[src/rtl/coin_acceptor_if.sv]
// coin_acceptor_if: coin hand-off from the acceptor to the vending machine.
// Latency: none; a plain bundle of wires.
// Backpressure: coin_ready from the slave holds xin/coin_valid in place until a pop.
// Build option COIN_REJECT_CNT_EN adds the reject_cnt member.
interface coin_acceptor_if;
   logic [3:0] xin;
   logic       coin_valid;
   logic       coin_ready;
   logic       fifo_full;
   logic       reject_pulse;
`ifdef COIN_REJECT_CNT_EN
   logic [7:0] reject_cnt;

   modport master (output xin, output coin_valid, output fifo_full,
                   output reject_pulse, output reject_cnt, input coin_ready);
   modport slave  (input xin, input coin_valid, input fifo_full,
                   input reject_pulse, input reject_cnt, output coin_ready);
`else
   modport master (output xin, output coin_valid, output fifo_full,
                   output reject_pulse, input coin_ready);
   modport slave  (input xin, input coin_valid, input fifo_full,
                   input reject_pulse, output coin_ready);
`endif
endinterface

[src/rtl/coin_acceptor.sv]
// coin_acceptor: synchronizes/debounces nickel and dime sensors, queues accepted coins, flags rejects.
// Latency: coin_valid rises DEB_CYCLES+3 clocks after a clean sensor rise is first sampled (empty queue).
// Backpressure: head coin held on xin until coin_ready; a coin meeting a full queue with no pop is rejected.
// Build option COIN_REJECT_CNT_EN adds the saturating reject_cnt output.
module coin_acceptor #(
   parameter int DEB_CYCLES = 4,
   parameter int FIFO_DEPTH = 4
) (
   input  logic            clk,
   input  logic            reset,
   input  logic            nickel_in,
   input  logic            dime_in,
   coin_acceptor_if.master coin
);
   localparam int             PW          = $clog2(FIFO_DEPTH);
   localparam logic [3:0]     DEB_C       = DEB_CYCLES[3:0];
   localparam logic [3:0]     DEB_M1_C    = DEB_C - 4'd1;
   localparam logic [PW:0]    DEPTH_C     = FIFO_DEPTH[PW:0];
   localparam logic [PW:0]    CNT_ONE     = (PW+1)'(1);
   localparam logic [PW-1:0]  PTR_ONE     = PW'(1);
   localparam logic [3:0]     CODE_NICKEL = 4'b0101;
   localparam logic [3:0]     CODE_DIME   = 4'b1010;

   typedef enum logic [2:0] {IDLE, QUAL, PUSH, REJECT, WAIT_LOW} state_t;

   // two-stage synchronizers
   logic nick_s1_q, nick_s1_d, nick_s2_q, nick_s2_d;
   logic dime_s1_q, dime_s1_d, dime_s2_q, dime_s2_d;

   // qualify FSM
   state_t     state_q, state_d;
   logic [3:0] qcnt_q, qcnt_d;
   logic       is_dime_q, is_dime_d;

   // coin queue
   logic [3:0]    mem_q [FIFO_DEPTH];
   logic [3:0]    mem_d [FIFO_DEPTH];
   logic [PW-1:0] wr_ptr_q, wr_ptr_d, rd_ptr_q, rd_ptr_d;
   logic [PW:0]   count_q, count_d;

   // registered outputs
   logic [3:0] xin_q, xin_d;
   logic       valid_q, valid_d;
   logic       full_q, full_d;
   logic       rej_pulse_q, rej_pulse_d;

   // combinational helpers
   logic latched_hi, push, fsm_rej, pop, full, do_push, push_rej;

   // Next state for synchronizers, qualify FSM, queue and the registered outputs.
   always_comb begin
      nick_s1_d  = nickel_in;
      nick_s2_d  = nick_s1_q;
      dime_s1_d  = dime_in;
      dime_s2_d  = dime_s1_q;
      state_d    = state_q;
      qcnt_d     = qcnt_q;
      is_dime_d  = is_dime_q;
      push       = 1'b0;
      fsm_rej    = 1'b0;
      latched_hi = is_dime_q ? dime_s2_q : nick_s2_q;

      case (state_q)
         IDLE: begin
            if (nick_s2_q && dime_s2_q) begin
               state_d = REJECT;
               fsm_rej = 1'b1;
            end else if (nick_s2_q ^ dime_s2_q) begin
               state_d   = QUAL;
               qcnt_d    = 4'd1;
               is_dime_d = dime_s2_q;
            end
         end
         QUAL: begin
            // Both sensors high is a jam or a fraud attempt, never a coin.
            if (nick_s2_q && dime_s2_q) begin
               state_d = REJECT;
               fsm_rej = 1'b1;
            end else if (qcnt_q == DEB_C) begin
               state_d = PUSH;
            end else if (!latched_hi) begin
               state_d = IDLE;
               qcnt_d  = 4'd0;
            end else begin
               qcnt_d = qcnt_q + 4'd1;
            end
         end
         PUSH: begin
            push    = 1'b1;
            state_d = WAIT_LOW;
            qcnt_d  = 4'd0;
         end
         REJECT: begin
            state_d = WAIT_LOW;
            qcnt_d  = 4'd0;
         end
         WAIT_LOW: begin
            // The coin must clear both sensors before the next one is considered.
            if (nick_s2_q || dime_s2_q) begin
               qcnt_d = 4'd0;
            end else if (qcnt_q == DEB_M1_C) begin
               state_d = IDLE;
               qcnt_d  = 4'd0;
            end else begin
               qcnt_d = qcnt_q + 4'd1;
            end
         end
         default: begin
            state_d = IDLE;
            qcnt_d  = 4'd0;
         end
      endcase

      pop      = (count_q != '0) && coin.coin_ready;
      full     = (count_q == DEPTH_C);
      do_push  = push && (!full || pop);
      push_rej = push && full && !pop;

      mem_d    = mem_q;
      wr_ptr_d = wr_ptr_q;
      rd_ptr_d = rd_ptr_q;
      count_d  = count_q;
      if (do_push) begin
         mem_d[wr_ptr_q] = is_dime_q ? CODE_DIME : CODE_NICKEL;
         wr_ptr_d        = wr_ptr_q + PTR_ONE;
      end
      if (pop) begin
         rd_ptr_d = rd_ptr_q + PTR_ONE;
      end
      if (do_push && !pop) begin
         count_d = count_q + CNT_ONE;
      end else if (pop && !do_push) begin
         count_d = count_q - CNT_ONE;
      end

      // Outputs reflect the queue after this edge; a push into an empty queue shows up next cycle.
      valid_d     = (count_d != '0);
      full_d      = (count_d == DEPTH_C);
      xin_d       = valid_d ? mem_d[rd_ptr_d] : 4'b0000;
      rej_pulse_d = fsm_rej | push_rej;
   end

   // All state and outputs register here; reset drops any coin in flight or queued.
   always_ff @(posedge clk) begin
      if (reset) begin
         nick_s1_q   <= 1'b0;
         nick_s2_q   <= 1'b0;
         dime_s1_q   <= 1'b0;
         dime_s2_q   <= 1'b0;
         state_q     <= IDLE;
         qcnt_q      <= 4'd0;
         is_dime_q   <= 1'b0;
         mem_q       <= '{default: 4'b0000};
         wr_ptr_q    <= '0;
         rd_ptr_q    <= '0;
         count_q     <= '0;
         xin_q       <= 4'b0000;
         valid_q     <= 1'b0;
         full_q      <= 1'b0;
         rej_pulse_q <= 1'b0;
      end else begin
         nick_s1_q   <= nick_s1_d;
         nick_s2_q   <= nick_s2_d;
         dime_s1_q   <= dime_s1_d;
         dime_s2_q   <= dime_s2_d;
         state_q     <= state_d;
         qcnt_q      <= qcnt_d;
         is_dime_q   <= is_dime_d;
         mem_q       <= mem_d;
         wr_ptr_q    <= wr_ptr_d;
         rd_ptr_q    <= rd_ptr_d;
         count_q     <= count_d;
         xin_q       <= xin_d;
         valid_q     <= valid_d;
         full_q      <= full_d;
         rej_pulse_q <= rej_pulse_d;
      end
   end

   assign coin.xin          = xin_q;
   assign coin.coin_valid   = valid_q;
   assign coin.fifo_full    = full_q;
   assign coin.reject_pulse = rej_pulse_q;

`ifdef COIN_REJECT_CNT_EN
   logic [7:0] rej_cnt_q, rej_cnt_d;

   // Saturating reject count, stepping on the same edge the pulse appears.
   always_comb begin
      rej_cnt_d = rej_cnt_q;
      if (rej_pulse_d && (rej_cnt_q != 8'hFF)) begin
         rej_cnt_d = rej_cnt_q + 8'd1;
      end
   end

   // Reject counter register.
   always_ff @(posedge clk) begin
      if (reset) begin
         rej_cnt_q <= 8'd0;
      end else begin
         rej_cnt_q <= rej_cnt_d;
      end
   end

   assign coin.reject_cnt = rej_cnt_q;
`endif
endmodule

[src/flat_wrapper.sv]
// flat-port wrapper written by rule: the top's interface ports become plain ports
module coin_acceptor_flat 
#(
   parameter int DEB_CYCLES = 4,
   parameter int FIFO_DEPTH = 4
)
  (clk, reset, nickel_in, dime_in, coin_xin, coin_coin_valid, coin_fifo_full, coin_reject_pulse, coin_coin_ready);
  coin_acceptor_if coin_i ();
  input  logic clk;
  input  logic reset;
  input  logic nickel_in;
  input  logic dime_in;
  output wire logic [$bits(coin_i.xin)-1:0] coin_xin;
  output wire logic [$bits(coin_i.coin_valid)-1:0] coin_coin_valid;
  output wire logic [$bits(coin_i.fifo_full)-1:0] coin_fifo_full;
  output wire logic [$bits(coin_i.reject_pulse)-1:0] coin_reject_pulse;
  input wire logic [$bits(coin_i.coin_ready)-1:0] coin_coin_ready;
  assign coin_xin = coin_i.xin;
  assign coin_coin_valid = coin_i.coin_valid;
  assign coin_fifo_full = coin_i.fifo_full;
  assign coin_reject_pulse = coin_i.reject_pulse;
  assign coin_i.coin_ready = coin_coin_ready;
  coin_acceptor #(.DEB_CYCLES(DEB_CYCLES), .FIFO_DEPTH(FIFO_DEPTH)) u_core (.clk(clk), .reset(reset), .nickel_in(nickel_in), .dime_in(dime_in), .coin(coin_i));
endmodule
[config.mk]
export PLATFORM = sky130hd
export DESIGN_NAME = coin_acceptor_flat
export DESIGN_NICKNAME = d
export VERILOG_FILES = /design/src/rtl/coin_acceptor_if.sv /design/src/rtl/coin_acceptor.sv /design/src/flat_wrapper.sv
export SDC_FILE = /design/constraint.sdc
export NUM_CORES = 1
export LEC_CHECK = 0
export ABC_AREA = 1
export ABC_CLOCK_PERIOD_IN_PS = 3700
export CORE_MARGIN = 2
export CORE_UTILIZATION = 30
export DETAILED_ROUTE_END_ITERATION = 7
export GPL_ROUTABILITY_DRIVEN = 0
export PLACE_DENSITY = 0.42
export SYNTH_ARGS = -nofsm -noshare
export SYNTH_HDL_FRONTEND = slang
export SYNTH_SLANG_ARGS = --single-unit
[constraint.sdc]
create_clock -name clk -period 3.7 [get_ports clk]
set_input_delay 0.74 -clock clk [delete_from_list [all_inputs] [get_ports clk]]
set_output_delay 0.74 -clock clk [all_outputs]
set_load 0.05 [all_outputs]
Yosys cells after proc, flatten, opt, wreduce, memory -nomap -nowiden

Index checks and enable logic that the tools add are counted.

Memory bits (read-only): 0
Memory bits (writable): 0
Memories kept: 0
Register bits after elaboration: 42
Latch bits: 0

Div/mod/pow operators: 0
Shift-type cells: 0
Magnitude comparators: 3
Add/subtract/negate cells: 5
Bitwise operators: 6
Equality and inequality tests: 16
Reductions and logical operators: 22
$mul: 0
Multiplexer cells: 31

Operators with widths:

| kind                                                                    | count |
|---|---|
| 4-bit 2-to-1 mux                                                        | 11 |
| 3-bit 2-to-1 mux                                                        | 9 |
| 16-bit bitwise mux                                                      | 1 |
| 16-bit 2-to-1 mux                                                       | 1 |
| 3-bit one-hot mux with 4 select lines                                   | 1 |
| 4-bit one-hot mux with 3 select lines                                   | 1 |
| 3-bit equality test, second input constant                              | 3 |
| 4-bit binary-select mux with 2-bit select                               | 1 |
| 4-bit demux with 2-bit select                                           | 1 |
| 1-bit logical AND                                                       | 8 |
| 2-bit inequality test, second input constant                            | 4 |
| 4-bit AND reduction                                                     | 2 |
| 3-bit by 2-bit equality test with 1-bit output, second input constant   | 2 |
| 3-bit >= comparator, second input constant                              | 2 |
| 2-bit NOT with 3-bit output                                             | 2 |
| 3-bit nonzero test                                                      | 2 |
| 2-bit OR reduction                                                      | 3 |
| 2-bit by 1-bit adder with 2-bit output, second input constant           | 2 |
| 4-bit by 1-bit adder with 4-bit output, second input constant           | 1 |
| 4-bit by 2-bit equality test with 1-bit output, second input constant   | 1 |
| 4-bit by 3-bit equality test with 1-bit output, second input constant   | 1 |
| 1-bit 2-to-1 mux                                                        | 4 |
| 2-bit by 1-bit inequality test with 1-bit output, second input constant | 2 |
| 4-bit inequality test, second input constant                            | 1 |
| 13 further kinds                                                        | 17 |

Logic depth before layout (Yosys ltp)

Word-level depth: 11
Gate-level depth with buffers: 12
Mapped depth without buffers: 12

Worst setup path after synthesis

Ideal clock, no wire load.

Kind: input -> register
Start: input coin_coin_ready
End: register u_core.xin_q[0], in the netlist u_core.coin.xin[0]
Arrival: 1.472 ns
Data required time: 3.588 ns
Cell stages on the path: 11
Slack: 2.116 ns
Cell sequence: inv_2 -> nand3_2 -> inv_2 -> nor2_8 -> buf_8 -> nand2_1 -> nand3_1 -> nand3_1 -> nand2_1 -> inv_1 -> nor2_1

Cells in the longest elaborated chain, start to end: 10

RTL lines:

| item                         | RTL line             | source |
|---|---|---|
| start: declaration           | flat_wrapper.sv:17   | `input wire logic [$bits(coin_i.coin_ready)-1:0] coin_coin_ready;` |
| 1-bit logical AND *          | coin_acceptor.sv:114 | `pop = (count_q != '0) && coin.coin_ready;` |
| 1-bit logical OR             | coin_acceptor.sv:116 | `do_push = push && (!full \|\| pop);` |
| 1-bit logical AND            | coin_acceptor.sv:116 |  |
| 1-bit zero test              | coin_acceptor.sv:132 | `end else if (pop && !do_push) begin` |
| 1-bit logical AND            | coin_acceptor.sv:132 |  |
| 3-bit 2-to-1 mux             | coin_acceptor.sv:132 |  |
| 3-bit 2-to-1 mux             | coin_acceptor.sv:130 | `if (do_push && !pop) begin` |
| 3-bit nonzero test           | coin_acceptor.sv:137 | `valid_d = (count_d != '0);` |
| 1-bit NOT (no line)          | -                    |  |
| 2-bit OR reduction (no line) | -                    |  |
| end signal: assignment       | coin_acceptor.sv:173 | `xin_q <= xin_d;` |
| end: declaration             | coin_acceptor.sv:42  | `logic [3:0] xin_q, xin_d;` |

Mark *: on every way between the ends. The rest lies on a longest branch, timed or not. The select of a mux whose other input is x is not followed.
A chain may end at the register's enable or synchronous reset.

Final worst setup path

Start: input coin_coin_ready
End: register u_core.xin_q[2], in the netlist u_core.coin.xin[2]

Same word-level chain as after synthesis.

==> impl_results.md <==
- Status: finished, final reports clean
- # rows: 31
- Synthesized Nets: 333
- R2r startpoint: u_core.count_q[0]$_SDFF_PP0_
- Inst Count DP: 421
- Final Max Tran Viols: 0
- Initial core utilization: 30.8%
- Buf+Inv Stages, Crit Path: 3
- Tot GR Track Use: 13.0%
- Vias in the first global route: 1,840
- Post-DP Area: 0.00241 mm^2
- CTS sink cnt: 42
- Max-cap viol count: 0
- Pwr dens: 516 mW/mm^2
- Slowest Stage Delay on Critical Path: 0.55 ns
- WP data required: 3.94 ns
- Critical-path cell list: clkdlybuf4s50_1, inv_2, nand3_2, nand2_1, nand2_1, nand3_1, nand3_1, nand2_1, inv_1, nor2_1
- Pleak: 1.04 nW
- Max Root-Sink Buffers: 2
- Hold crit path type: reg -> reg
- Sequential share of the synthesized area: 38.0%
- CP Max Fanout: 20
- Pin count of the biggest net entering global routing: 34
- Final Util: 35.1%
- Root buf cell: clkbuf_8
- Worst hold slack: 0.403 ns
- Yosys warning count: 0
- Commonest cells after routing, fill and taps aside: nand2_1, inv_1, dfxtp_1
- Gr ovfl total: 0
- Drt drc: 0
- Critical Path Start Type: primary input
- Most frequent CP cell: nand2_1
- Fmax: 435 MHz
- CTS tree: done
- WHS Endpoint: u_core.dime_s2_q$_SDFF_PP0_
- Reg2Reg Setup Slack: 1.70 ns
- Global-route wire length before repair: 8710 um
- Worst-margin pin slew: 0.711 ns
- ANT cells: 0
- Final ANT Viol Nets: 0
- Layout Cells excl Fill: 429
- Buffers on Ports: 11
- Cell depth of the worst setup path: 10
- Routed WL per cell: 11.4 um
- Clk Latency, worst-skew pair: 0.30 ns
- Top delay family on crit path: simple AND/OR/NAND/NOR gates
- Final design area excluding fillers: 0.00252 mm^2
- Antenna violations before repair: 0
- Final wirelength: 4870 um
- RSZ-0062 raised after global routing: false
- Post-Syn Area: 0.00221 mm^2
- Setup CP Type: in -> reg
- Total number of vias: 1,891
- Slowest CP cell: nand2_1
- Minimum clock period: 2.30 ns
- TritonRoute pass-1 iters: 4
- Avg Cell Area, Syn: 6.97 um^2
- Yosys reg bits: 42
- IO Count: 12
- Final period utilization: 62.1%
- Core area: 0.00718 mm^2
- Clock Skews: 0.00976 ns
- Final Net Count: 345
- Hold depth: 2
- Setup crit start: coin_coin_ready
- Die Y: 89.8 um
- Cells on worst reg2reg path: 10
- Setup bufs post-CTS: 0
- Crit path capture type: flop
- Worst vdd ir: 0.000150 V
- Worst slew margin: 52.5%
- Fin Setup TNS: 0 ns
- Htree depth: 2
- DR vias/cell: 4.41
- Die Width: 89.8 um
- Hold Buf Count CTS: 0
- Synth unique cells: 27
- R2r endpoint: u_core.coin.xin[2]$_SDFF_PP0_
- Detailed Route Iter0 Violations: 87
- Worst endpoint data arrival time: 2.54 ns
- Num CTS Buffers: 5
- Area grow syn2layout: 13.9%
- Gate Count Post-Synth: 317
- Final setup vio count: 0
- Post-CTS resize count: 0
- Worst hold start: u_core.dime_s1_q$_SDFF_PP0_
- Commonest non-fill, non-tap cell in the layout: nand2_1
- Full die area: 0.00807 mm^2
- Share of layout cells above drive strength 1: 9.70%
- HPWL Detailed: 3480 um
- CTS clock-pin slew for the worst setup and hold paths: 0.08 ns
- Fin. Hold Viols: 0
power by group:
group | switching [mW] | internal [mW]
Combinational | 0.288 | 0.141
Clock | 0.164 | 0.199
Sequential | 0.0193 | 0.488
metrics by stage:
| step | power [mW] | setup slack (ns) |
|---|---|---|
| finish | 1.30 | 1.40 |
| global placement | 0.954 | 1.09 |
| floorplan | 0.836 | 2.12 |
| CTS | 1.32 | 1.38 |
| global route | 1.39 | 1.18 |
| detailed placement | 0.951 | 1.08 |
flip-flops by register name, summed over array words and instances, names as in the netlist:
name                      cells
u_core.dime_s1_q              1
u_core.count_q                3
u_core.coin.coin_valid        1
u_core.wr_ptr_q               2
u_core.dime_s2_q              1
u_core.nick_s1_q              1
u_core.coin.fifo_full         1
u_core.rd_ptr_q               2
u_core.state_q                3
u_core.is_dime_q              1
u_core.coin.reject_pulse      1
u_core.coin.xin               4
u_core.mem_q                 16
u_core.nick_s2_q              1
u_core.qcnt_q                 4
Yosys cell counts:
master | instances | share of area [%]
a21oi_1 | 29 | 6.6
a21oi_2 | 2 | 0.79
and2_1 | 1 | 0.28
buf_2 | 1 | 0.23
buf_4 | 1 | 0.34
buf_8 | 1 | 0.68
clkbuf_1 | 4 | 0.68
dfxtp_1 | 42 | 38
ha_1 | 11 | 6.2
inv_1 | 47 | 8.0
inv_2 | 7 | 1.2
nand2_1 | 77 | 13
nand2_2 | 5 | 1.4
nand2_4 | 1 | 0.51
nand3_1 | 35 | 7.9
nand3_2 | 3 | 1.4
nand3_4 | 1 | 0.79
nand4_1 | 2 | 0.57
nor2_1 | 17 | 2.9
nor2_2 | 2 | 0.57
nor2_8 | 1 | 0.91
nor3_1 | 1 | 0.23
o2111ai_1 | 1 | 0.40
o21ai_0 | 22 | 5.0
or2_1 | 1 | 0.28
xor2_1 | 1 | 0.40
xor2_2 | 1 | 0.74
final cells by class:
| cell class | count | area, um^2 |
|---|---|---|
| Fill cell | 777 | 4660 |
| Multi-Input combinational cell | 214 | 1120 |
| Sequential cell | 42 | 841 |
| Inverter | 54 | 203 |
| Tap cell | 99 | 124 |
| Timing Repair Buffer | 12 | 118 |
| Clock buffer | 5 | 68.8 |
| Clock inverter | 3 | 40.0 |
cells by family (layout without fill, tap and decap cells):
| group | count (synthesis) | after routing | synth area share, % |
|---|---|---|---|
| AOI/OAI and AO/OA | 54 | 54 | 12.7 |
| and+or+nand+nor | 147 | 147 | 30.8 |
| DFF | 42 | 42 | 38.0 |
| buffers and inverters | 61 | 74 | 11.1 |
| xor gates and xnor gates | 2 | 2 | 1.13 |
| adders and majority gates | 11 | 11 | 6.23 |
metal layers:
metal	global-route usage (%)	wire length [um]
met1	17.5	2470
met2	21.1	2160
met3	2.85	171
met4	3.85	66
met5	0	0
worst min-delay path, stage by stage (launching register included):
cell     delay [ns]
dfxtp_1        0.30
inv_1          0.04
nor2_1         0.03
worst max-delay path by stage:
stage,endpoint,slack (ns)
after global placement,u_core.coin.xin[0]$_SDFF_PP0_,1.09
after CTS,u_core.coin.xin[0]$_SDFF_PP0_,1.38
after global routing,u_core.coin.xin[0]$_SDFF_PP0_,1.18
after floorplan,u_core.coin.xin[0]$_SDFF_PP0_,2.12
final,u_core.coin.xin[2]$_SDFF_PP0_,1.40
after detailed placement,u_core.coin.xin[0]$_SDFF_PP0_,1.08
Note: power is estimated with default switching activity, not from simulation.
